File: src/rtl/mips_pkg.sv
// Shared constants for the MIPS datapath: register widths and
// architectural register names.
package mips_pkg;

  localparam int DEF_DATA_W = 32;
  localparam int DEF_ADDR_W = 5;

  localparam logic [4:0] REG_ZERO = 5'd0;
  localparam logic [4:0] REG_AT   = 5'd1;
  localparam logic [4:0] REG_SP   = 5'd29;
  localparam logic [4:0] REG_RA   = 5'd31;

endpackage

File: src/rtl/regfile_read_port.sv
// One register-file read port: hardwired zero for register 0 and
// optional forwarding of the current-cycle write data.
module regfile_read_port
  import mips_pkg::*;
#(
  parameter int DATA_W = DEF_DATA_W,
  parameter int ADDR_W = DEF_ADDR_W
) (
  input  logic [ADDR_W-1:0] addr,
  input  logic [DATA_W-1:0] word,
  input  logic              we,
  input  logic [ADDR_W-1:0] wa,
  input  logic [DATA_W-1:0] wd,
  input  logic              bypass_en,
  output logic [DATA_W-1:0] data
);

  localparam logic [ADDR_W-1:0] ZERO = ADDR_W'(REG_ZERO);

  logic hit;

  assign hit = bypass_en && we && (wa == addr);

  always_comb begin
    data = '0;
    if (addr != ZERO) begin
      if (hit) data = wd;
      else     data = word;
    end
  end

endmodule

File: src/rtl/mips_regfile.sv
// 32-entry MIPS register file: two operand read ports with optional
// write bypass, one write-back port and an unbypassed debug port.
module mips_regfile
  import mips_pkg::*;
#(
  parameter int DATA_W = DEF_DATA_W,
  parameter int ADDR_W = DEF_ADDR_W,
  parameter int BYPASS = 1
) (
  input  logic              clk,
  input  logic              rst,
  input  logic [ADDR_W-1:0] rs_addr,
  output logic [DATA_W-1:0] rs_data,
  input  logic [ADDR_W-1:0] rt_addr,
  output logic [DATA_W-1:0] rt_data,
  input  logic              we,
  input  logic [ADDR_W-1:0] wa,
  input  logic [DATA_W-1:0] wd,
  input  logic [ADDR_W-1:0] dbg_addr,
  output logic [DATA_W-1:0] dbg_data
);

  localparam int DEPTH = 2 ** ADDR_W;
  localparam logic [ADDR_W-1:0] ZERO = ADDR_W'(REG_ZERO);

  // Register 0 has no storage; the read ports supply its zero.
  logic [DATA_W-1:0] regs [1:DEPTH-1];

  logic [DATA_W-1:0] rs_word;
  logic [DATA_W-1:0] rt_word;
  logic [DATA_W-1:0] dbg_word;
  logic              byp;

  always_ff @(posedge clk) begin
    if (rst) begin
      for (int i = 1; i < DEPTH; i++)
        regs[i] <= '0;
    end else if (we && wa != ZERO) begin
      regs[wa] <= wd;
    end
  end

  assign rs_word  = (rs_addr == ZERO) ? '0 : regs[rs_addr];
  assign rt_word  = (rt_addr == ZERO) ? '0 : regs[rt_addr];
  assign dbg_word = (dbg_addr == ZERO) ? '0 : regs[dbg_addr];

  // A write pending during reset is dropped, so it must not forward.
  assign byp = (BYPASS != 0) && !rst;

  regfile_read_port #(
    .DATA_W (DATA_W),
    .ADDR_W (ADDR_W)
  ) u_rs (
    .addr      (rs_addr),
    .word      (rs_word),
    .we        (we),
    .wa        (wa),
    .wd        (wd),
    .bypass_en (byp),
    .data      (rs_data)
  );

  regfile_read_port #(
    .DATA_W (DATA_W),
    .ADDR_W (ADDR_W)
  ) u_rt (
    .addr      (rt_addr),
    .word      (rt_word),
    .we        (we),
    .wa        (wa),
    .wd        (wd),
    .bypass_en (byp),
    .data      (rt_data)
  );

  regfile_read_port #(
    .DATA_W (DATA_W),
    .ADDR_W (ADDR_W)
  ) u_dbg (
    .addr      (dbg_addr),
    .word      (dbg_word),
    .we        (we),
    .wa        (wa),
    .wd        (wd),
    .bypass_en (1'b0),
    .data      (dbg_data)
  );

endmodule

File: config.mk
export PLATFORM = sky130hd
export DESIGN_NAME = mips_regfile
export DESIGN_NICKNAME = d
export VERILOG_FILES = /design/src/rtl/mips_pkg.sv /design/src/rtl/regfile_read_port.sv /design/src/rtl/mips_regfile.sv
export SDC_FILE = /design/constraint.sdc
export NUM_CORES = 2
export LEC_CHECK = 0
export CELL_PAD_IN_SITES_DETAIL_PLACEMENT = 2
export CELL_PAD_IN_SITES_GLOBAL_PLACEMENT = 2
export CORE_ASPECT_RATIO = 0.7
export CORE_MARGIN = 1.5
export CORE_UTILIZATION = 50
export CTS_BUF_LIST = sky130_fd_sc_hd__clkbuf_8
export CTS_CLUSTER_SIZE = 10
export DETAILED_ROUTE_END_ITERATION = 12
export GPL_TIMING_DRIVEN = 1
export PLACE_DENSITY = 0.82
export SYNTH_ARGS = -nofsm -noshare
export SYNTH_HDL_FRONTEND = slang
export SYNTH_SLANG_ARGS = --single-unit
File: constraint.sdc
create_clock -name clk -period 3.6 [get_ports clk]
set_input_delay 0.54 -clock clk [delete_from_list [all_inputs] [get_ports clk]]
set_output_delay 0.54 -clock clk [all_outputs]
set_load 0.02 [all_outputs]
==> results of run 1 <==
-- logic make-up after synthesis --
logic type,Yosys count,share of synthesized area [%]
and+or+nand+nor,1248,11.9
DFF,1024,48.8
muxes,996,29.4
AOI/OAI and AO/OA,525,6.17
buffers and inverters,504,3.52
xor gates and xnor gates,10,0.139
other,1,0.00596
-- layer usage --
metal / track usage, % / GRT overflow
met5: 61.6 / 0
met4: 82.5 / 39
met3: 80.4 / 4
met2: 94.6 / 57
met1: 87.7 / 1
-- through the flow --
stage          hold slack, ns  worst slack, ns  util (%)
2_1_floorplan           0.639            0.787         -
3_5_place_dp             1.38           -0.433      56.6
3_3_place_gp             1.37           -0.446      56.6
4_1_cts                 0.385           -0.164      60.0
-- Yosys cell counts (8+ instances only) --
library cell	instances	share of area [%]
edfxtp_1	1024	49
and2_1	995	9.9
mux4_2	675	24
clkbuf_1	349	2.1
mux2i_1	243	3.9
o22ai_1	86	0.85
buf_2	82	0.65
mux2_2	78	1.4
a22oi_1	76	0.91
a221oi_1	68	0.95
a21oi_1	60	0.48
nand2_1	54	0.32
a22o_1	51	0.71
nand3_1	44	0.35
nor2_1	41	0.24
a211oi_1	37	0.44
or2_2	32	0.32
buf_4	29	0.35
nor3_1	29	0.23
o221ai_1	27	0.38
a211o_1	26	0.36
a21o_1	25	0.30
buf_1	24	0.14
nand2b_1	22	0.22
o21ai_0	22	0.17
a31oi_1	21	0.21
buf_6	15	0.27
nor2b_1	12	0.12
a32o_1	11	0.17
o221a_2	10	0.18
xnor2_1	9	0.13
nand3b_1	8	0.095
-- what timing repair did --
item / CTS
resized for setup: 305
setup endpoints to repair: 83
setup buffers: 71
pin swaps: 32
==> flow_metrics.tcl, run 1 <==
set metrics [dict create \
    yosys_most_used_dff "edfxtp_1" \
    status "did not finish" \
    rows 108 \
    postCtsHoldBufs 0 \
    worstEndpointGrtRepair "rs_data[28]" \
    yosysSeqAreaShare_pct 48.8 \
    ys_types 46 \
    place_area_um2 70400 \
    initial_utilization_pct 50.6 \
    worst-ep-kind "primary output" \
    gr-total-overflow 101 \
    place_inst 6180 \
    synth_edf_count 1024 \
    die_w_um 427 \
    yosys_register_bits 1024 \
    clockBufferDepth 3 \
    hpwl_mm 211 \
    cts.sinks 1024 \
    async_flop_share_pct 0 \
    cts-root-buf "clkbuf_8" \
    synth_area_um2 63000 \
    grt_antenna_before_repair 95 \
    yosys_warnings 0 \
    io_pins 151 \
    die_h_um 300 \
    grt_max_degree 47 \
    synthCells 4308 \
    port_buffers 150 \
    lastStage "5_1_grt" \
    track_usage_pct 86.6 \
    cts_buffers 171 \
    gp_congestion 0.967 \
    avgSynthCellArea_um2 14.6 \
    htreeDepth 4 \
    firstError "[ERROR GRT-0232] Routing congestion too high. Check the congestion heatmap in the GUI." \
]
==> run 2, diff against run 1 <==
==> config.mk (replaced) <==
export PLATFORM = sky130hd
export DESIGN_NAME = mips_regfile
export DESIGN_NICKNAME = d
export VERILOG_FILES = /design/src/rtl/mips_pkg.sv /design/src/rtl/regfile_read_port.sv /design/src/rtl/mips_regfile.sv
export SDC_FILE = /design/constraint.sdc
export NUM_CORES = 2
export LEC_CHECK = 0
export CORE_MARGIN = 1.5
export CORE_UTILIZATION = 35
export DETAILED_ROUTE_END_ITERATION = 12
export GPL_TIMING_DRIVEN = 1
export PLACE_DENSITY_LB_ADDON = 0.15
export SYNTH_ARGS = -nofsm -noshare
export SYNTH_HDL_FRONTEND = slang
export SYNTH_SLANG_ARGS = --single-unit
==> run 2 against run 1 <==
The flow now finishes, with violations (setup timing). Synthesized cell count did not move. Area after synthesis did not move.
==> flow_metrics.tcl, run 2 <==
set metrics [dict create \
    final_common_cell "edfxtp_1" \
    cp_cell_sequence "clkdlybuf4s50_1, xnor2_1, nand4_1, buf_4, buf_4, o31ai_4, buf_6, buf_12, buf_4, a211oi_1, a22o_1, buf_4, buf_4" \
    cp_data_required_time_ns 3.06 \
    yosys_register_bits 1024 \
    synth_top_area_share_pct 48.8 \
    yosysSeqAreaShare_pct 48.8 \
    htreeDepth 3 \
    drtIter0Drc 6843 \
    cts.sinks 1024 \
    avgSynthCellArea_um2 14.6 \
    grt_pass1_vias 44800 \
    gr-total-overflow 0 \
    grt_max_degree 63 \
    report.final.slew_viol_count 0 \
    ys_types 46 \
    critPathSlowestCell "clkdlybuf4s50_1" \
    power_density_nw_per_um2 429 \
    synthMuxAreaShare_pct 29.4 \
    ir_drop_mv 0.450 \
    synth-xor-area-share_pct 0.139 \
    die_area_um2 182000 \
    layout_common_cells "edfxtp_1, and2_1, mux4_2, buf_4, mux2i_1" \
    synth.largest_area_cell "edfxtp_1" \
    timing_worst_setup_path_type "in2out" \
    worst_slack_ns -0.0358 \
    gp_congestion 0.894 \
    async_flop_share_pct 0 \
    yosys_most_used_dff "edfxtp_1" \
    fin_crit_sh_pct 101 \
    synth_area_um2 63000 \
    start_kind "primary input" \
    path_max_fanout 6 \
    preCtsSetupSlack_ns -0.433 \
    yosys-top-cells-count "edfxtp_1, and2_1, mux4_2" \
    place_area_um2 71400 \
    cts_buffers 121 \
    clockBufferDepth 3 \
    cts-root-buf "clkbuf_16" \
    slew_headroom_pct 34.5 \
    yosys_warnings 0 \
    routed_wl_mm 284 \
    critical_path.top_delay_family "buffers and inverters" \
    coreArea_um2 179000 \
    power.leakage_uw 0.0267 \
    area_growth_pct 19.9 \
    wl_per_cell_um 39.8 \
    hp-class "in2reg" \
    synth-compound-area-share_pct 6.17 \
    synth_top_family_by_area "multiplexers" \
    fin_nets 4723 \
    initial_utilization_pct 35.2 \
    synth_area_leaders "edfxtp_1, mux4_2, and2_1, mux2i_1, clkbuf_1" \
    hpwl_mm 182 \
    grt_pass1_wl_mm 383 \
    synth-simple-area-share_pct 11.9 \
    critPathArrivalTime_ns 3.10 \
    drc 0 \
    synth_edf_count 1024 \
    die_w_um 427 \
    hold_end "regs[13][8]" \
    fin_crit_ns 3.64 \
    whs_path_depth 2 \
    drv_cap 0 \
    place_inst 6880 \
    vias_per_cell 6.38 \
    max_stage_delay_ns 0.50 \
    largest_reg_flops 1024 \
    ant_nets 0 \
    rows 155 \
    reg.largest.list "regs (1024)" \
    failed_checks "setup timing" \
    stdcell_area_um2 75500 \
    hold_start "wd[8]" \
    worst_pin_slew_ns 0.981 \
    postCtsHoldBufs 0 \
    regMostFlops "regs" \
    track_usage_pct 30.8 \
    port_buffers 150 \
    fmax_mhz 275 \
    drive_gt1_share_pct 34.9 \
    grt_antenna_before_repair 33 \
    synthCells 4308 \
    status "finished, violations left" \
    synthMostInstantiatedCell "edfxtp_1" \
    setup_viol 2 \
    first_pass_iters 7 \
    worst-path-buf-inv 8 \
    synth_fa_ha_area_share_pct 0 \
    setup-tns-final_ns -0.0378 \
    cts_tree "built" \
    end_kind "output port" \
    rsz0062_at_grt "true" \
    cp_common_cell "buf_4" \
    path_clk_slew_ns 0.06 \
    num_vias 45500 \
    stdcell_count 7135 \
    die_h_um 427 \
    io_pins 151 \
    hold_viol 0 \
]
run 2: cell counts after synthesis:
Identical to the previous run, type by type.
run 2: through the flow:
step	hold slack (ns)	util [%]	power, uW
floorplan	0.639	-	17600
global placement	1.41	40.0	20600
detailed placement	1.40	40.0	20600
CTS	0.556	42.2	32400
global route	0.606	42.3	33200
finish	0.599	42.3	32400
run 2: logic make-up after synthesis:
logic type | after synthesis
compound gates | 525
xor+xnor | 10
buf+inv | 504
flops | 1024
mux | 996
other cells | 1
simple gates | 1248
run 2: final cells by class:
type / count / area (um2)
timing repair buffer: 705 / 7460
inverter: 5 / 18.8
fill: 16200 / 103000
multi-input combinational: 2811 / 30600
clock buffer: 154 / 3150
clock inverter: 70 / 552
sequential: 1024 / 30700
tap: 2355 / 2950
antenna: 11 / 27.5
run 2: per-layer routing:
layer	track usage [%]	share of wire [%]	vias up	wire length, um
li1	-	-	17900	-
met2	48.4	46	2930	130000
met3	5.83	9.9	682	28200
met5	0	0.019	-	53
met4	15.4	6.0	8	17100
met1	40.9	38	24000	109000
run 2: worst max path at each step:
stage,cells past startpoint,startpoint,end
final,13,wa[2],rt_data[3]
after detailed placement,9,wa[0],rs_data[7]
after global routing,12,rs_addr[0],rs_data[17]
after floorplan,7,rt_addr[0],rt_data[17]
after CTS,7,regs[15][20],rs_data[20]
after global placement,9,wa[0],rs_data[7]
run 2: where the power goes:
| part | internal, uW | switching (uW) |
|---|---|---|
| clock | 6540 | 5440 |
| sequential | 13800 | 492 |
| combinational | 2750 | 3390 |
| total | 23100 | 9330 |
run 2: what timing repair did:
| action | in CTS | in global routing |
|---|---|---|
| setup endpoints to repair | 55 | 25 |
| buffers inserted | 12 | 5 |
| gates cloned | 2 | 2 |
| pin swaps | 4 | 1 |
| gates resized for setup | 98 | 29 |
Power figures use the tool's default switching activity.
==> variant: new RTL, settings of run 2 <==
The parameter `BYPASS` goes from 1 to 0.
--- a/src/rtl/mips_regfile.sv
+++ b/src/rtl/mips_regfile.sv
@@ -5,7 +5,7 @@
 #(
   parameter int DATA_W = DEF_DATA_W,
   parameter int ADDR_W = DEF_ADDR_W,
-  parameter int BYPASS = 1
+  parameter int BYPASS = 0
 ) (
   input  logic              clk,
   input  logic              rst,
Check against the original RTL: not settled (the Yosys comparison gave no result); the edit may change what the design does.
==> variant against run 2 <==
Critical endpoint is now rt_data[10]. Critical path depth shrank 6. Clock power grew 4%. Setup slack gained 0.071 ns. Sequential power is essentially flat. Cell area is essentially flat. Hold slack lost 0.0067 ns. Routed wire length shrank 7.9%. Area after synthesis is essentially flat. Die area is essentially flat. Sequential cell count is the same. Total power grew 1.7%.
==> variant: results (changes against run 2) <==
| Metric | Value |
|---|---|
| Run status | `completed` |
| Max Fanout on Critical Path | `3 (-3)` |
| Worst setup path startpoint | `regs[22][10]` |
| Initial antenna violation count | `23 (-30%)` |
| Post-CTS Setup Inserts | `4 (-8)` |
| # clk buffers | `143 (-7.1%)` |
| Mapped Avg Cell Area | `15.1 um^2 (+3.0%)` |
| Largest delay contributor family on the critical path | `multiplexers` |
| Slew @ Worst Pin | `1.29 ns (+0.307 ns)` |
| Routed len/inst | `37.1 um (-6.8%)` |
| Post_cts resized | `80 (-18%)` |
| Mux cell area share after synthesis | `31.8% (+2.4 points)` |
| Count of multi-input gates | `2713 (-3.5%)` |
| First-pass iteration count of the detailed router | `6 (-1)` |
| Clock share of power | `37.9% (+0.9 points)` |
| # fillers | `16100 (-0.45%)` |
| Drt initial violations | `5459 (-20%)` |
| Layout cells sized above 1 | `37.4% (+2.5 points)` |
| Vias/cell | `6.11 (-4.2%)` |
| Multi-input gate share of total cell area | `40.5% (about the same)` |
| Post-synthesis compound-gate area fraction | `4.10% (-2.1 points)` |
| Crit path arrival time | `3.02 ns (-0.08 ns)` |
| Inverter count | `0 (-5)` |
| Pleak | `26.6 nW (-0.25%)` |
| Non-clk bufs | `719 (+2.0%)` |
| Placed cell count | `6799 (-1.2%)` |
| Most common library cells after synthesis | `1024 x edfxtp_1, 997 x and2_1, 700 x mux4_2` |
| Peak supply drop | `0.390 mV (-13%)` |
| CP max stage cell | `mux4_2` |
| Final clock-cell share | `5.20% (+0.30 points)` |
| Final net count | `4633 (-1.9%)` |
| Total CTS buffers | `120 (-0.83%)` |
| Vias in the first global route | `43400 (-3.2%)` |
| H-tree levels | `3 (unchanged)` |
| Switching Share | `27.9% (-0.93 points)` |
| Wire length of the first global-routing pass | `359 mm (-6.3%)` |
| Post-Layout Cell Count | `7048 (-1.2%)` |
| Overall Global Routing Usage | `28.5% (-2.3 points)` |
| Worst min-delay path startpoint | `wd[6]` |
| Post-DP HPWL | `175 mm (-4.0%)` |
| FFs & Latches | `1024 (unchanged)` |
| Buffering overhead | `9.61% (-0.27 points)` |
| Unique masters post-synth | `33 (-28%)` |
| Slowest stage delay, CP | `0.48 ns (-0.02 ns)` |
| Xor/xnor share of the synthesized area | `0% (-0.14 points)` |
| Largest net degree at the start of global routing | `40 (-37%)` |
| Final GP Congestion | `0.901 (+0.81%)` |
variant: metrics by stage:
| step | instance area, um^2 | util, % | worst slack, ns | TNS (ns) | power, W |
|---|---|---|---|---|---|
| after floorplan | 63100 | - | 0.834 | 0 | 0.0176 |
| after CTS | 75400 | 42.2 | 0.00419 | 0 | 0.0331 |
| after detailed placement | 71100 | 39.8 | -0.510 | -4.22 | 0.0206 |
| after global routing | 75500 | 42.3 | 0.00325 | 0 | 0.0338 |
| after global placement | 71100 | 39.8 | -0.541 | -4.23 | 0.0206 |
| final | 75500 | 42.3 | 0.0354 | 0 | 0.0330 |
variant: path summary, 6_finish.rpt:
| path | cells past startpoint | end | slack, ns |
|---|---|---|---|
| worst max-delay path | 7 | rt_data[10] | 0.04 |
| worst min-delay path | 2 | regs[1][6] | 0.59 |
variant: per-layer routing:
metal  track usage (%)  vias up  routed length, um
li1                  -    17400                  -
met1              38.2    22900             105000
met2              45.5     2255             122000
met3              4.44      438              20300
met4              13.2        6              13700
met5                 0        -                 40
